$ cat config.mk
export PLATFORM = sky130hd
export DESIGN_NAME = gnr_attractor_ctrl
export DESIGN_NICKNAME = d
export VERILOG_FILES = /design/src/rtl/gnr_attractor_ctrl.sv
export SDC_FILE = /design/constraint.sdc
export NUM_CORES = 1
export LEC_CHECK = 0
export ABC_CLOCK_PERIOD_IN_PS = 2280
export CORE_MARGIN = 2
export CORE_UTILIZATION = 46
export DETAILED_ROUTE_END_ITERATION = 12
export PLACE_DENSITY = 0.76
export SYNTH_ARGS = -nofsm -noshare
export SYNTH_HDL_FRONTEND = slang
export SYNTH_SLANG_ARGS = --single-unit
export TNS_END_PERCENT = 100
$ cat constraint.sdc
create_clock -name clk -period 2.28 [get_ports clk]
set_clock_uncertainty 0.05 [all_clocks]
set_input_delay 0.228 -clock clk [delete_from_list [all_inputs] [get_ports clk]]
set_output_delay 0.228 -clock clk [all_outputs]
set_load 0.05 [all_outputs]
$ cat src/rtl/gnr_attractor_ctrl.sv
// rtl/gnr_attractor_ctrl.sv - Floyd cycle-detection sequencer for the GNR node array
module gnr_attractor_ctrl #(
    parameter int                   STATE_WIDTH = 8,
    parameter int                   CNT_WIDTH   = 16,
    parameter logic [CNT_WIDTH-1:0] MAX_STEPS   = {CNT_WIDTH{1'b1}}
) (
    input  logic                   clk,
    input  logic                   rst,
    input  logic                   start,
    input  logic [STATE_WIDTH-1:0] init_in,
    input  logic [STATE_WIDTH-1:0] s0_vec,
    input  logic [STATE_WIDTH-1:0] s1_vec,
    output logic                   reset_nos,
    output logic                   start_s0,
    output logic                   start_s1,
    output logic [STATE_WIDTH-1:0] init_state,
    output logic                   busy,
    output logic                   done,
    output logic                   timeout,
    output logic [CNT_WIDTH-1:0]   transient,
    output logic [CNT_WIDTH-1:0]   period,
    output logic [STATE_WIDTH-1:0] attractor
);

    typedef enum logic [3:0] {
        IDLE, LOAD1, MEET, LAMBDA, LOAD2, ADV, MU_A, MU_B, DONE
    } state_t;

    state_t               state, next_state;
    logic [CNT_WIDTH-1:0] cnt;
    logic                 eq;
    logic                 accept;
    logic                 cnt_clr;
    logic                 cnt_inc;
    logic                 ld_period;
    logic                 ld_transient;
    logic                 set_timeout;

    assign eq   = (s0_vec == s1_vec);
    assign done = (state == DONE);
    assign busy = (state != IDLE) && (state != DONE);

    // One step counter serves as m, lam, a and mu; only one phase is live at a time.
    always_ff @(posedge clk) begin
        if (!rst) begin
            state      <= IDLE;
            init_state <= '0;
            cnt        <= '0;
            period     <= '0;
            transient  <= '0;
            attractor  <= '0;
            timeout    <= 1'b0;
        end else begin
            state <= next_state;
            if (accept) begin
                init_state <= init_in;
                period     <= '0;
                transient  <= '0;
                attractor  <= '0;
                timeout    <= 1'b0;
            end
            if (cnt_clr)
                cnt <= '0;
            else if (cnt_inc && cnt != MAX_STEPS)
                cnt <= cnt + CNT_WIDTH'(1);
            if (ld_period) begin
                period    <= cnt;
                attractor <= s0_vec;
            end
            if (ld_transient)
                transient <= cnt;
            if (set_timeout)
                timeout <= 1'b1;
        end
    end

    always_comb begin
        next_state   = state;
        reset_nos    = 1'b0;
        start_s0     = 1'b0;
        start_s1     = 1'b0;
        accept       = 1'b0;
        cnt_clr      = 1'b0;
        cnt_inc      = 1'b0;
        ld_period    = 1'b0;
        ld_transient = 1'b0;
        set_timeout  = 1'b0;
        case (state)
            IDLE, DONE: begin
                if (start) begin
                    accept     = 1'b1;
                    next_state = LOAD1;
                end
            end
            LOAD1: begin
                reset_nos  = 1'b1;
                cnt_clr    = 1'b1;
                next_state = MEET;
            end
            MEET: begin
                if (!cnt[0] && cnt >= CNT_WIDTH'(2) && eq) begin
                    cnt_clr    = 1'b1;
                    next_state = LAMBDA;
                end else if (cnt == MAX_STEPS) begin
                    set_timeout = 1'b1;
                    next_state  = DONE;
                end else begin
                    start_s0 = 1'b1;
                    start_s1 = 1'b1;
                    cnt_inc  = 1'b1;
                end
            end
            LAMBDA: begin
                if (cnt >= CNT_WIDTH'(1) && eq) begin
                    ld_period  = 1'b1;
                    next_state = LOAD2;
                end else if (cnt == MAX_STEPS) begin
                    set_timeout = 1'b1;
                    next_state  = DONE;
                end else begin
                    start_s1 = 1'b1;
                    cnt_inc  = 1'b1;
                end
            end
            LOAD2: begin
                reset_nos  = 1'b1;
                cnt_clr    = 1'b1;
                next_state = ADV;
            end
            ADV: begin
                if (cnt < period) begin
                    start_s1 = 1'b1;
                    cnt_inc  = 1'b1;
                end else begin
                    cnt_clr    = 1'b1;
                    next_state = MU_A;
                end
            end
            MU_A: begin
                if (eq) begin
                    ld_transient = 1'b1;
                    next_state   = DONE;
                end else if (cnt == MAX_STEPS) begin
                    set_timeout = 1'b1;
                    next_state  = DONE;
                end else begin
                    start_s0   = 1'b1;
                    start_s1   = 1'b1;
                    next_state = MU_B;
                end
            end
            MU_B: begin
                // Second tortoise strobe only flips the node pass bit back to 1.
                start_s0   = 1'b1;
                cnt_inc    = 1'b1;
                next_state = MU_A;
            end
            default: next_state = IDLE;
        endcase
    end

endmodule

==> flow_summary.json <==
{
  "yosys_warnings": 0,
  "slowest_delay_ns": 0.37,
  "ys_async_sr_fraction": 0,
  "yosysTopAreaCell": "dfxtp_1",
  "wl_um": 12600,
  "grtUsageTotal": 0.276,
  "syn_area_per_cell_um2": 7.91,
  "fin_area_mm2": 0.00598,
  "drt-pass1-iter-count": 6,
  "start_util": 0.466,
  "worst_slack_ns": -0.254,
  "grt_setup_unrepaired": "true",
  "period_needed_ns": 2.53,
  "hold_viol_final": 0,
  "seqCellArea_mm2": 0.00146,
  "gr-total-overflow": 0,
  "cts_tree": "yes",
  "synth_area_mm2": 0.00377,
  "cpLargestDelayFamily": "compound AO/OA/AOI/OAI gates",
  "synth_commonest_cells": "nand2_1 (72), dfxtp_1 (69), nand3_1 (54)",
  "yosysMostFrequentCell": "nand2_1",
  "cts_buffers": 9,
  "power_density_mw_per_mm2": 593,
  "clk_pin_slew_worst_paths_ns": 0.09,
  "ir_worst_vdd_mv": 0.814,
  "antennaDiodeCount": 0,
  "die_w_um": 94.5,
  "critPathRequiredTime_ns": 2.51,
  "instances_no_fill": 733,
  "vias_per_cell": 5.82,
  "finalSetupTns_ns": -3.49,
  "nNetsFinal": 669,
  "grt_pass1_vias": 3913,
  "drc": 0,
  "initialDrtViolationCount": 373,
  "path_buf_inv": 3,
  "area_growth_pct": 58.5,
  "tightest_slew_ns": 0.536,
  "arrival_ns": 2.76,
  "critPathCaptureType": "flip-flop",
  "cp_slowest_cell": "dfxtp_4",
  "total_power_mw": 3.55,
  "fp.coreArea_mm2": 0.00809,
  "cts_root_buffer": "clkbuf_8",
  "slew_violations": 0,
  "hp-class": "input port to flip-flop",
  "cts_max_level": 3,
  "maxSlewHeadroom": 0.641,
  "grt_pass1_wl_um": 19300,
  "ys_seq_elements": 69,
  "ctsHoldBuffers": 0,
  "violations": "negative setup slack",
  "status": "finished with violations",
  "maxCapViolCount": 0,
  "crit_chain": "buf_6 > ha_4 > nand2_4 > nor4_4 > buf_4 > a211oi_4 > a21boi_2 > a21boi_4 > clkbuf_16 > o21ai_1 > a21oi_1",
  "yosysSeqAreaShare": 0.366,
  "rows": 33,
  "path_max_fanout": 8,
  "final_antenna_net_count": 0,
  "dpl_cell_area_mm2": 0.00532,
  "die-area_mm2": 0.00894,
  "yosysUniqueCellTypes": 52,
  "critPathKind": "flip-flop to flip-flop",
  "clock_latency_ns": 0.36,
  "cts_buffer_depth": 2,
  "synth_fp_nets": 523,
  "cp-start-kind": "flip-flop",
  "leakage_nw": 2.21,
  "post-place-ws_ns": -0.277,
  "fillers": 586,
  "cts_sinks": 69,
  "gp_congestion": 0.913,
  "routedWlPerCell_um": 17.1,
  "numPortBuffers": 80,
  "antenna_found_initial": 0,
  "route.vias.total": 4263,
  "grt_max_degree": 55,
  "synthCells": 477,
  "multi_input_area_mm2": 0.00252,
  "place_inst": 699,
  "chipHeight_um": 94.5,
  "io_pins": 81,
  "period_share": 1.11,
  "fmax_mhz": 395,
  "synth_top_area_frac": 0.366,
  "synth_ff_type": "dfxtp_1",
  "yosys-top-cells-area": "dfxtp_1 (37%), a21boi_0 (8.6%), nand2_1 (7.2%)",
  "setup_viol": 17,
  "hpwl_um": 8080,
  "synth_edf_count": 0,
  "drive_gt1_frac": 0.320
}
==> cell families after synthesis <==
| family | synth area share |
|---|---|
| adder cells (fa/ha/maj) | 0.0630 |
| XOR/XNOR | 0.0209 |
| flip-flops | 0.366 |
| buffers and inverters | 0.0664 |
| AO/OA/AOI/OAI | 0.216 |
| AND/OR/NAND/NOR | 0.268 |
==> through the flow <==
step | hold WS [ns] | util
3_5_place_dp | 0.408 | 0.657
6_report | 0.150 | 0.739
5_1_grt | 0.174 | 0.739
4_1_cts | 0.228 | 0.707
2_1_floorplan | 0.313 | -
3_3_place_gp | 0.402 | 0.657
==> cells in the final DEF (no fill, tap or decap), drive strengths merged, types with 2 or more instances in the layout <==
cell           instances
o211a                  2
and2                   8
ha                    19
or4                    3
a21oi                 29
o41ai                  2
clkdlybuf4s50         70
or3                   14
a21boi                50
nand3b                 2
nor4                   6
nor2                  12
nand3                 54
nor3                  10
and4                   3
a31oi                  2
clkinvlp               3
clkbuf                11
dlymetal6s2s           2
dlygate4sd2            4
xor2                   8
nand2b                 4
nand4                  7
dfxtp                 69
buf                   93
o21ai                 25
o31ai                  2
inv                   22
a211o                  2
nor2b                  2
nand2                 72
or2                    3
==> power breakdown <==
part           leakage, nW  total (mW)  internal, mW  switching [mW]
Sequential           0.577        1.26          1.23          0.0303
Clock               0.0829       0.954         0.407           0.546
Combinational         1.55        1.33         0.551           0.784
Total                 2.21        3.55          2.19            1.36
==> path summary, 6_finish.rpt <==
path	startpoint	endpoint	slack [ns]	depth (start not counted)
worst min-delay path	s0_vec[1]	attractor[1]	0.15	3
worst max-delay path	cnt[13]	cnt[14]	-0.25	11
worst min register to register	attractor[7]	attractor[7]	0.42	2
worst max register to register	cnt[13]	cnt[14]	-0.25	11
==> per-layer routing <==
metal,wire length [um],global-route usage
met4,434,0.104
met1,5060,0.342
met3,795,0.0447
met5,0,0
met2,6280,0.482
==> repair_timing <==
item,CTS,global route
setup endpoints to repair,18,30
buffers inserted,8,6
resized for setup,38,44
cloned,1,3
pin swaps,12,34
==> sequential cells by signal (all words and copies together) (netlist names) <==
name,count
attractor,8
state,4
cnt,16
period,16
transient,16
init_state,8
timeout,1
==> area by class of cell <==
class,count,area share
Multi-Input combinational cell,353,0.421
Timing Repair Buffer,171,0.270
Clock inverter,7,0.00963
Clock buffer,9,0.0207
Inverter,19,0.0119
Tap cell,105,0.0220
Sequential cell,69,0.245
==> worst register-to-register path, stage by stage, from the launching register on <==
cell and delay (ns):
dfxtp_4 0.37, buf_6 0.12, ha_4 0.27, nand2_4 0.06
nor4_4 0.33, buf_4 0.21, a211oi_4 0.08, a21boi_2 0.16
a21boi_4 0.34, clkbuf_16 0.23, o21ai_1 0.08, a21oi_1 0.16
Note: power is estimated with default switching activity, not from simulation.
